<file path="src/rtl/simd_issuer.sv">
// simd_issuer: round-robin command issuer and completion tracker for a bank of SIMD cores
// Ports:
//   i_clk, i_rst                      clock, synchronous active-high reset
//   i_cmd_valid/o_cmd_ready           command handshake
//   i_cmd_src1/i_cmd_src2/i_cmd_count command fields
//   o_core_en, o_core_valid, o_instr  per-core enable pulse, instruction qualifier, shared bus {opcode, info}
//   i_core_ack/busy/finish            per-core status
//   o_core_release                    one-cycle release pulse to a finished core
//   o_done_valid, o_done_id           completion report
//   o_err                             sticky ack-timeout error
//   o_idle                            FSM idle with no core allocated
module simd_issuer #(
    parameter int N_CORES     = 4,
    parameter int ACK_TIMEOUT = 16,
    parameter int ID_W        = $clog2(N_CORES),
    parameter int ADDR_W      = 16,
    parameter int OP_W        = 2
) (
    input  logic                   i_clk,
    input  logic                   i_rst,
    input  logic                   i_cmd_valid,
    output logic                   o_cmd_ready,
    input  logic [ADDR_W-1:0]      i_cmd_src1,
    input  logic [ADDR_W-1:0]      i_cmd_src2,
    input  logic [ADDR_W-1:0]      i_cmd_count,
    output logic [N_CORES-1:0]     o_core_en,
    output logic [N_CORES-1:0]     o_core_valid,
    output logic [OP_W+ADDR_W-1:0] o_instr,
    input  logic [N_CORES-1:0]     i_core_ack,
    input  logic [N_CORES-1:0]     i_core_busy,
    input  logic [N_CORES-1:0]     i_core_finish,
    output logic [N_CORES-1:0]     o_core_release,
    output logic                   o_done_valid,
    output logic [ID_W-1:0]        o_done_id,
    output logic                   o_err,
    output logic                   o_idle
);
    localparam logic [OP_W-1:0] INSTR_LD   = OP_W'(1);
    localparam logic [OP_W-1:0] INSTR_INFO = OP_W'(2);
    localparam int CNT_W = $clog2(ACK_TIMEOUT + 1);

    typedef enum logic [2:0] {S_IDLE, S_ENABLE, S_LD1, S_LD2, S_INFO, S_WAIT} state_t;

    state_t              r_state, w_next;
    logic [N_CORES-1:0]  r_alloc, r_release;
    logic [ID_W-1:0]     r_last, r_tgt, r_done_id;
    logic [ADDR_W-1:0]   r_src1, r_src2, r_count;
    logic [CNT_W-1:0]    r_cnt;
    logic                r_err, r_done_valid;
    logic [N_CORES-1:0]  w_free, w_pend, w_set, w_clr, w_tgt_oh;
    logic [ID_W-1:0]     w_sel, w_pend_id;
    logic                w_any, w_pend_any, w_accept, w_ack, w_timeout;

    assign w_free    = ~r_alloc & ~i_core_busy;
    assign w_pend    = i_core_finish & r_alloc;
    assign w_tgt_oh  = N_CORES'(1) << r_tgt;
    assign w_ack     = i_core_ack[r_tgt];
    assign w_accept  = (r_state == S_IDLE) && i_cmd_valid && w_any;
    assign w_timeout = (r_state == S_WAIT) && !w_ack && (r_cnt == CNT_W'(ACK_TIMEOUT - 1));
    assign w_set     = w_accept ? N_CORES'(1) << w_sel : '0;
    assign w_clr     = w_pend_any ? N_CORES'(1) << w_pend_id : '0;

    // Descending scans so the last hit wins: nearest core after r_last, lowest pending index.
    always_comb begin
        w_any      = 1'b0;
        w_sel      = '0;
        w_pend_any = 1'b0;
        w_pend_id  = '0;
        for (int i = N_CORES; i >= 1; i--) begin
            if (w_free[(int'(r_last) + i) % N_CORES]) begin
                w_any = 1'b1;
                w_sel = ID_W'((int'(r_last) + i) % N_CORES);
            end
        end
        for (int j = N_CORES - 1; j >= 0; j--) begin
            if (w_pend[j]) begin
                w_pend_any = 1'b1;
                w_pend_id  = ID_W'(j);
            end
        end
    end

    always_ff @(posedge i_clk) begin
        if (i_rst) r_state <= S_IDLE;
        else       r_state <= w_next;
    end

    always_comb begin
        w_next       = r_state;
        o_cmd_ready  = (r_state == S_IDLE) && w_any;
        o_core_en    = (r_state == S_ENABLE) ? w_tgt_oh : '0;
        o_core_valid = (r_state == S_LD1 || r_state == S_LD2 || r_state == S_INFO) ? w_tgt_oh : '0;
        o_instr      = (r_state == S_LD1)  ? {INSTR_LD, r_src1} :
                       (r_state == S_LD2)  ? {INSTR_LD, r_src2} :
                       (r_state == S_INFO) ? {INSTR_INFO, r_count} : '0;
        case (r_state)
            S_IDLE:   w_next = w_accept ? S_ENABLE : S_IDLE;
            S_ENABLE: w_next = S_LD1;
            S_LD1:    w_next = S_LD2;
            S_LD2:    w_next = S_INFO;
            S_INFO:   w_next = S_WAIT;
            S_WAIT:   w_next = (w_ack || w_timeout) ? S_IDLE : S_WAIT;
            default:  w_next = S_IDLE;
        endcase
    end

    // A timed-out core keeps its alloc bit, quarantining it until reset.
    always_ff @(posedge i_clk) begin
        if (i_rst) begin
            r_alloc      <= '0;
            r_last       <= ID_W'(N_CORES - 1);
            r_tgt        <= '0;
            r_src1       <= '0;
            r_src2       <= '0;
            r_count      <= '0;
            r_cnt        <= '0;
            r_err        <= 1'b0;
            r_done_valid <= 1'b0;
            r_done_id    <= '0;
            r_release    <= '0;
        end else begin
            r_alloc      <= (r_alloc | w_set) & ~w_clr;
            r_cnt        <= (r_state == S_WAIT) ? r_cnt + CNT_W'(1) : '0;
            r_err        <= r_err | w_timeout;
            r_done_valid <= w_pend_any;
            r_done_id    <= w_pend_id;
            r_release    <= w_clr;
            if (w_accept) begin
                r_tgt   <= w_sel;
                r_last  <= w_sel;
                r_src1  <= i_cmd_src1;
                r_src2  <= i_cmd_src2;
                r_count <= i_cmd_count;
            end
        end
    end

    assign o_core_release = r_release;
    assign o_done_valid   = r_done_valid;
    assign o_done_id      = r_done_id;
    assign o_err          = r_err;
    assign o_idle         = (r_state == S_IDLE) && (r_alloc == '0);
endmodule
</file>
<file path="config.mk">
export PLATFORM = sky130hd
export DESIGN_NAME = simd_issuer
export DESIGN_NICKNAME = d
export VERILOG_FILES = /design/src/rtl/simd_issuer.sv
export SDC_FILE = /design/constraint.sdc
export NUM_CORES = 1
export LEC_CHECK = 0
export BUFFER_PORTS_ARGS = -buffer_cell sky130_fd_sc_hd__buf_4
export CAP_MARGIN = 0
export CORE_UTILIZATION = 50
export CTS_BUF_LIST = sky130_fd_sc_hd__clkbuf_16
export CTS_CLUSTER_SIZE = 24
export DETAILED_ROUTE_END_ITERATION = 7
export GPL_TIMING_DRIVEN = 1
export HOLD_SLACK_MARGIN = 0.06
export PLACE_DENSITY_LB_ADDON = 0.1
export SETUP_SLACK_MARGIN = 0.2
export SYNTH_ARGS = -nofsm -noshare
export SYNTH_HDL_FRONTEND = slang
export SYNTH_SLANG_ARGS = --single-unit
</file>
<file path="constraint.sdc">
create_clock -name i_clk -period 2.2 [get_ports i_clk]
set_input_delay 0.22 -clock i_clk [delete_from_list [all_inputs] [get_ports i_clk]]
set_output_delay 0.22 -clock i_clk [all_outputs]
set_load 0.1 [all_outputs]
</file>
### Yosys cells after proc, flatten, opt, wreduce, memory -nomap -nowiden

Cells that the tools add are included.

| storage, ports and cells | value |
|---|---|
| flip-flop bits (word level) | 72 |
| logic and storage cells | 101 |

| operators by class | value |
|---|---|
| $add $sub $neg | 5 |
| order comparisons | 5 |
| equal/unequal tests | 6 |
| shifts and indexed selects | 3 |
| mux-type cells | 40 |
| bitwise operators | 13 |
| reductions and logical operators | 17 |

Operator list:

| operator | count |
|---|---|
| $mux W18 | 3 |
| $mux W1 | 18 |
| $pmux W3 S6 | 1 |
| $lt A3 B4 Y1 const B | 4 |
| $mux W2 | 8 |
| $mux W4 | 4 |
| $and A4 B4 Y4 | 3 |
| $not A4 Y4 | 3 |
| $shl A1 B2 Y4 const A | 3 |
| $bmux W1 S2 | 5 |
| $reduce_or A2 Y1 | 5 |
| $eq A3 B2 Y1 const B | 2 |
| $eq A3 B3 Y1 const B | 2 |
| $logic_and A1 B1 Y1 | 6 |
| $add A5 B1 Y5 const B | 1 |
| $eq A5 B4 Y1 const B | 1 |
| $add A2 B1 Y2 const B | 2 |
| $add A2 B2 Y2 const B | 2 |
| $and A1 B1 Y1 const A | 4 |
| $logic_not A4 Y1 | 1 |
| $or A4 B4 Y4 | 1 |
| $eq A3 B1 Y1 const B | 1 |
| $logic_not A3 Y1 | 1 |
| $logic_or A1 B1 Y1 | 3 |
| 5 further kinds | 5 |

### Depth between registers and ports, before layout

| depth | value |
|---|---|
| depth in word-level cells | 14 |
| gate-level depth with buffers | 7 |
| gate-level depth less buffers | 5 |

### Worst setup path after synthesis

OpenSTA, ideal clock, no wires.

| path | value |
|---|---|
| path type | flip-flop to output port |
| start | reg r_state[1] |
| end | out o_core_valid[0] |
| arrival | 3,637 ps |
| path slack | -1,657 ps |
| cell stages (with the launch flop) | 6 |
| buffers on the path | 1 |
| path through | dfxtp_1 clkbuf_1 nand2b_1 inv_1 nor2_1 nor3_1 |

| on the way | value |
|---|---|
| word-level cells in the longest chain between the ends | 4 |
| elaborated cells between the ends (all ways) | 6 |

RTL lines:

| element | line | source |
|---|---|---|
| start, declared | 44 | `state_t r_state, w_next;` |
| start signal, assigned | 85 | `else r_state <= w_next;` |
| $eq A3 B2 Y1 | 92 | `o_core_valid = (r_state == S_LD1 \|\| r_state == S_LD2 \|\| r_state == S_INFO) ? w_tgt_oh : '0;` |
| $logic_or A1 B1 Y1 | 92 |  |
| $logic_or A1 B1 Y1 * | 92 |  |
| $mux W4 * | 92 |  |
| end, declared | 27 | `output logic [N_CORES-1:0] o_core_valid,` |

Every way passes the cells marked *; elsewhere a longest branch is shown, timed or not.

### Final worst setup path

| path | value |
|---|---|
| start | reg r_alloc[0] |
| end | out o_cmd_ready |

| on the way | value |
|---|---|
| word-level cells in the longest chain between the ends | 10 |
| elaborated cells between the ends (all ways) | 19 |

RTL lines:

| element | line | source |
|---|---|---|
| start, declared | 45 | `logic [N_CORES-1:0] r_alloc, r_release;` |
| start signal, assigned | 122 | `r_alloc <= (r_alloc \| w_set) & ~w_clr;` |
| $not A4 Y4 * | 54 | `assign w_free = ~r_alloc & ~i_core_busy;` |
| $and A4 B4 Y4 * | 54 |  |
| $bmux W1 S2 | 70 | `if (w_free[(int'(r_last) + i) % N_CORES]) begin` |
| $mux W1 (not written as such) (2 in a row) | 70 |  |
| $mux W1 (3 in a row) | 70 |  |
| $mux W1 * | 70 |  |
| $logic_and A1 B1 Y1 * | 90 | `o_cmd_ready = (r_state == S_IDLE) && w_any;` |
| end, declared | 22 | `output logic o_cmd_ready,` |

Every way passes the cells marked *; elsewhere a longest branch is shown, timed or not. The select of a mux whose other input is x is not followed.

==> impl_metrics.toml <==
[run_status]
status = "completed"

[cts]
clock_path_buffers = 2
cts_tree = "yes"
clk_pin_slew_worst_paths_ns = 0.06
cts.sinks = 72
clock_latency_ns = 0.32
cts_hold_buf = 0
cts_buffers = 9
clockRootBuffer = "clkbuf_16"
htreeDepth = 3

[pwr]
peakVddDrop_mv = 0.964
power.total_mw = 5.29
p_leak_nw = 1.83
power.density_nw_per_um2 = 1140

[floorplan]
core_um2 = 5960
die_w_um = 80.7
io_pins = 99
rows = 28
initial_utilization_pct = 52.0
die_h_um = 80.7
dieArea_um2 = 6510

[detailed_routing]
via_count = 3091
drt_wl_total_mm = 8.13
dr.pass1.iters = 4
drt_iter0_drc = 169
wl_per_cell_um = 14.3
ant_nets = 0
via_per_inst = 5.45
drc = 0

[global_route]
grt_start_max_net_pins = 69
grt_antenna_before_repair = 0
grtUsageMet2_pct = 43.5
grt_util_met1_pct = 31.0
grt_pass1_vias = 2733
gr-usage-all-layers_pct = 25.2
grt-busiest-layer = "met2"
grt_use_met3_pct = 4.77
grt_pass1_wl_mm = 12.6
grt_overflow_total = 0

[final_layout]
mostFrequentLayoutCells = "nand2_1 (120), buf_4 (89), dfxtp_1 (70)"
final_cell_count_no_fill = 567
syn2layout_area_growth_pct = 49.4
n_antenna_cell = 0
finalNetCount = 552
layout_commonest_cell = "nand2_1"
drive_gt1_share_pct = 31.9

[yosys]
synth_seq_area_share_pct = 46.5
postSynthCellCount = 396
syn_area_per_cell_um2 = 7.82
synth_area_um2 = 3100
yosysWarnings = 0
synth_top_area_cell = "dfxtp_1"
ys_types = 49
synth.area.top_cells = "dfxtp_1 (47%), nand2_1 (15%), a21oi_1 (9.1%), mux2i_1 (5.2%), nor2_1 (3.3%)"
synth_top_area_share_pct = 46.5
synth_edf_count = 0
synthArstFlopShare_pct = 0
synth_nets = 461
synth_flop_cell = "dfxtp_1"
synth-seq-cells = 72

[critical_path]
criticalPathCategory = "reg -> out"
start_kind = "flip-flop"
cp.required_ns = 1.98
path_max_fanout = 9
end_kind = "primary output"
worstPathArrival_ns = 1.72

[sta]
fin_skew_ns = 0.00475
finalSetupTns_ns = 0
max_freq_ghz = 0.516
rsz0062_at_grt = "no"
hold_viol = 0
slew_headroom_pct = 53.2
finalCriticalPeriod_ns = 1.94
holdWs_ns = 0.142
max_slew.worst_pin.slew_ns = 0.702
min_period_over_period_pct = 88.1
drv_slew = 0
finalSetupViolCount = 0

[place]
place_congestion = 0.817
place_inst = 549
port_buffers = 98
hpwl_mm = 5.33

[job]
max_cap_violations = 0

[worst_hold_path]
hold_path_class = "in -> reg"
-- synthesized netlist by cell type, types with 2 or more instances --
library cell	n
or4_1	2
nand2b_1	4
nor3_1	7
dfxtp_1	72
nor2_1	27
a21oi_1	56
buf_2	2
a22oi_1	2
clkbuf_1	24
or2_2	2
a221oi_1	2
nand3b_1	2
inv_1	6
ha_1	2
xnor2_1	2
o21ai_0	16
nand2_1	120
nand3_1	2
mux2i_1	16
-- critical path: stages, from the launching register on --
cell     delay [ns]
dfxtp_1        0.39
o22ai_1        0.47
o31a_1         0.24
buf_4          0.29
-- per-stage QoR --
stage	util (%)	setup slack [ns]	area, um2
2_1_floorplan	-	-0.204	3340
3_3_place_gp	69.6	0.430	4140
3_5_place_dp	69.6	0.357	4140
4_1_cts	76.5	0.202	4550
5_1_grt	77.7	0.199	4630
6_report	77.7	0.263	4630
-- kinds of logic after synthesis --
| logic type | after synthesis | synth area share (%) |
|---|---|---|
| XOR/XNOR | 3 | 0.849 |
| flip-flops | 72 | 46.5 |
| adder cells (fa/ha/maj) | 2 | 0.808 |
| multiplexers | 17 | 5.90 |
| buffers and inverters | 33 | 4.32 |
| AO/OA/AOI/OAI | 91 | 17.0 |
| AND/OR/NAND/NOR | 178 | 24.6 |
-- path summary, 6_finish.rpt --
kind,slack [ns],depth (start not counted),startpoint,to
hold / removal,0.14,2,i_core_finish[0],r_alloc[0]
hold reg to reg,0.45,2,r_src1[11],r_src1[11]
setup reg to reg,0.31,4,r_last[1],r_alloc[0]
setup / recovery,0.26,3,r_alloc[0],o_cmd_ready
-- flip-flops by register name, indices dropped and copies added, names as in the netlist --
register,count
o_done_valid,1
r_src2,16
o_core_release,4
r_src1,16
o_done_id,2
r_last,2
r_state,3
r_alloc,4
r_cnt,5
r_count,16
o_err,1
r_tgt,2
-- final cells by class --
cell class	count	area, um2
inverters	6	26.3
clock buffers	9	225
fillers	427	1330
clock inverters	7	135
multi-input cells	291	1780
flip-flops and latches	72	1440
well taps	75	93.8
repair buffers	107	918
-- routing by layer --
layer | wire length, um | share of wire (%)
met2 | 4130 | 51
met5 | 0 | 0
met4 | 142 | 1.7
met1 | 3410 | 42
met3 | 459 | 5.6
-- timing repair --
action | 4_1_cts | 5_1_grt
pin swaps | 1 | 0
gates resized for setup | 14 | 9
gates cloned | 0 | 0
setup endpoints to repair | 12 | 21
buffers inserted | 0 | 2
-- power breakdown --
group	switching, mW	total (mW)	internal [mW]
Combinational	1.30	1.92	0.616
Clock	0.522	1.74	1.21
Sequential	0.148	1.63	1.48
Total	1.97	5.29	3.31
Note: power is estimated with default switching activity, not from simulation.
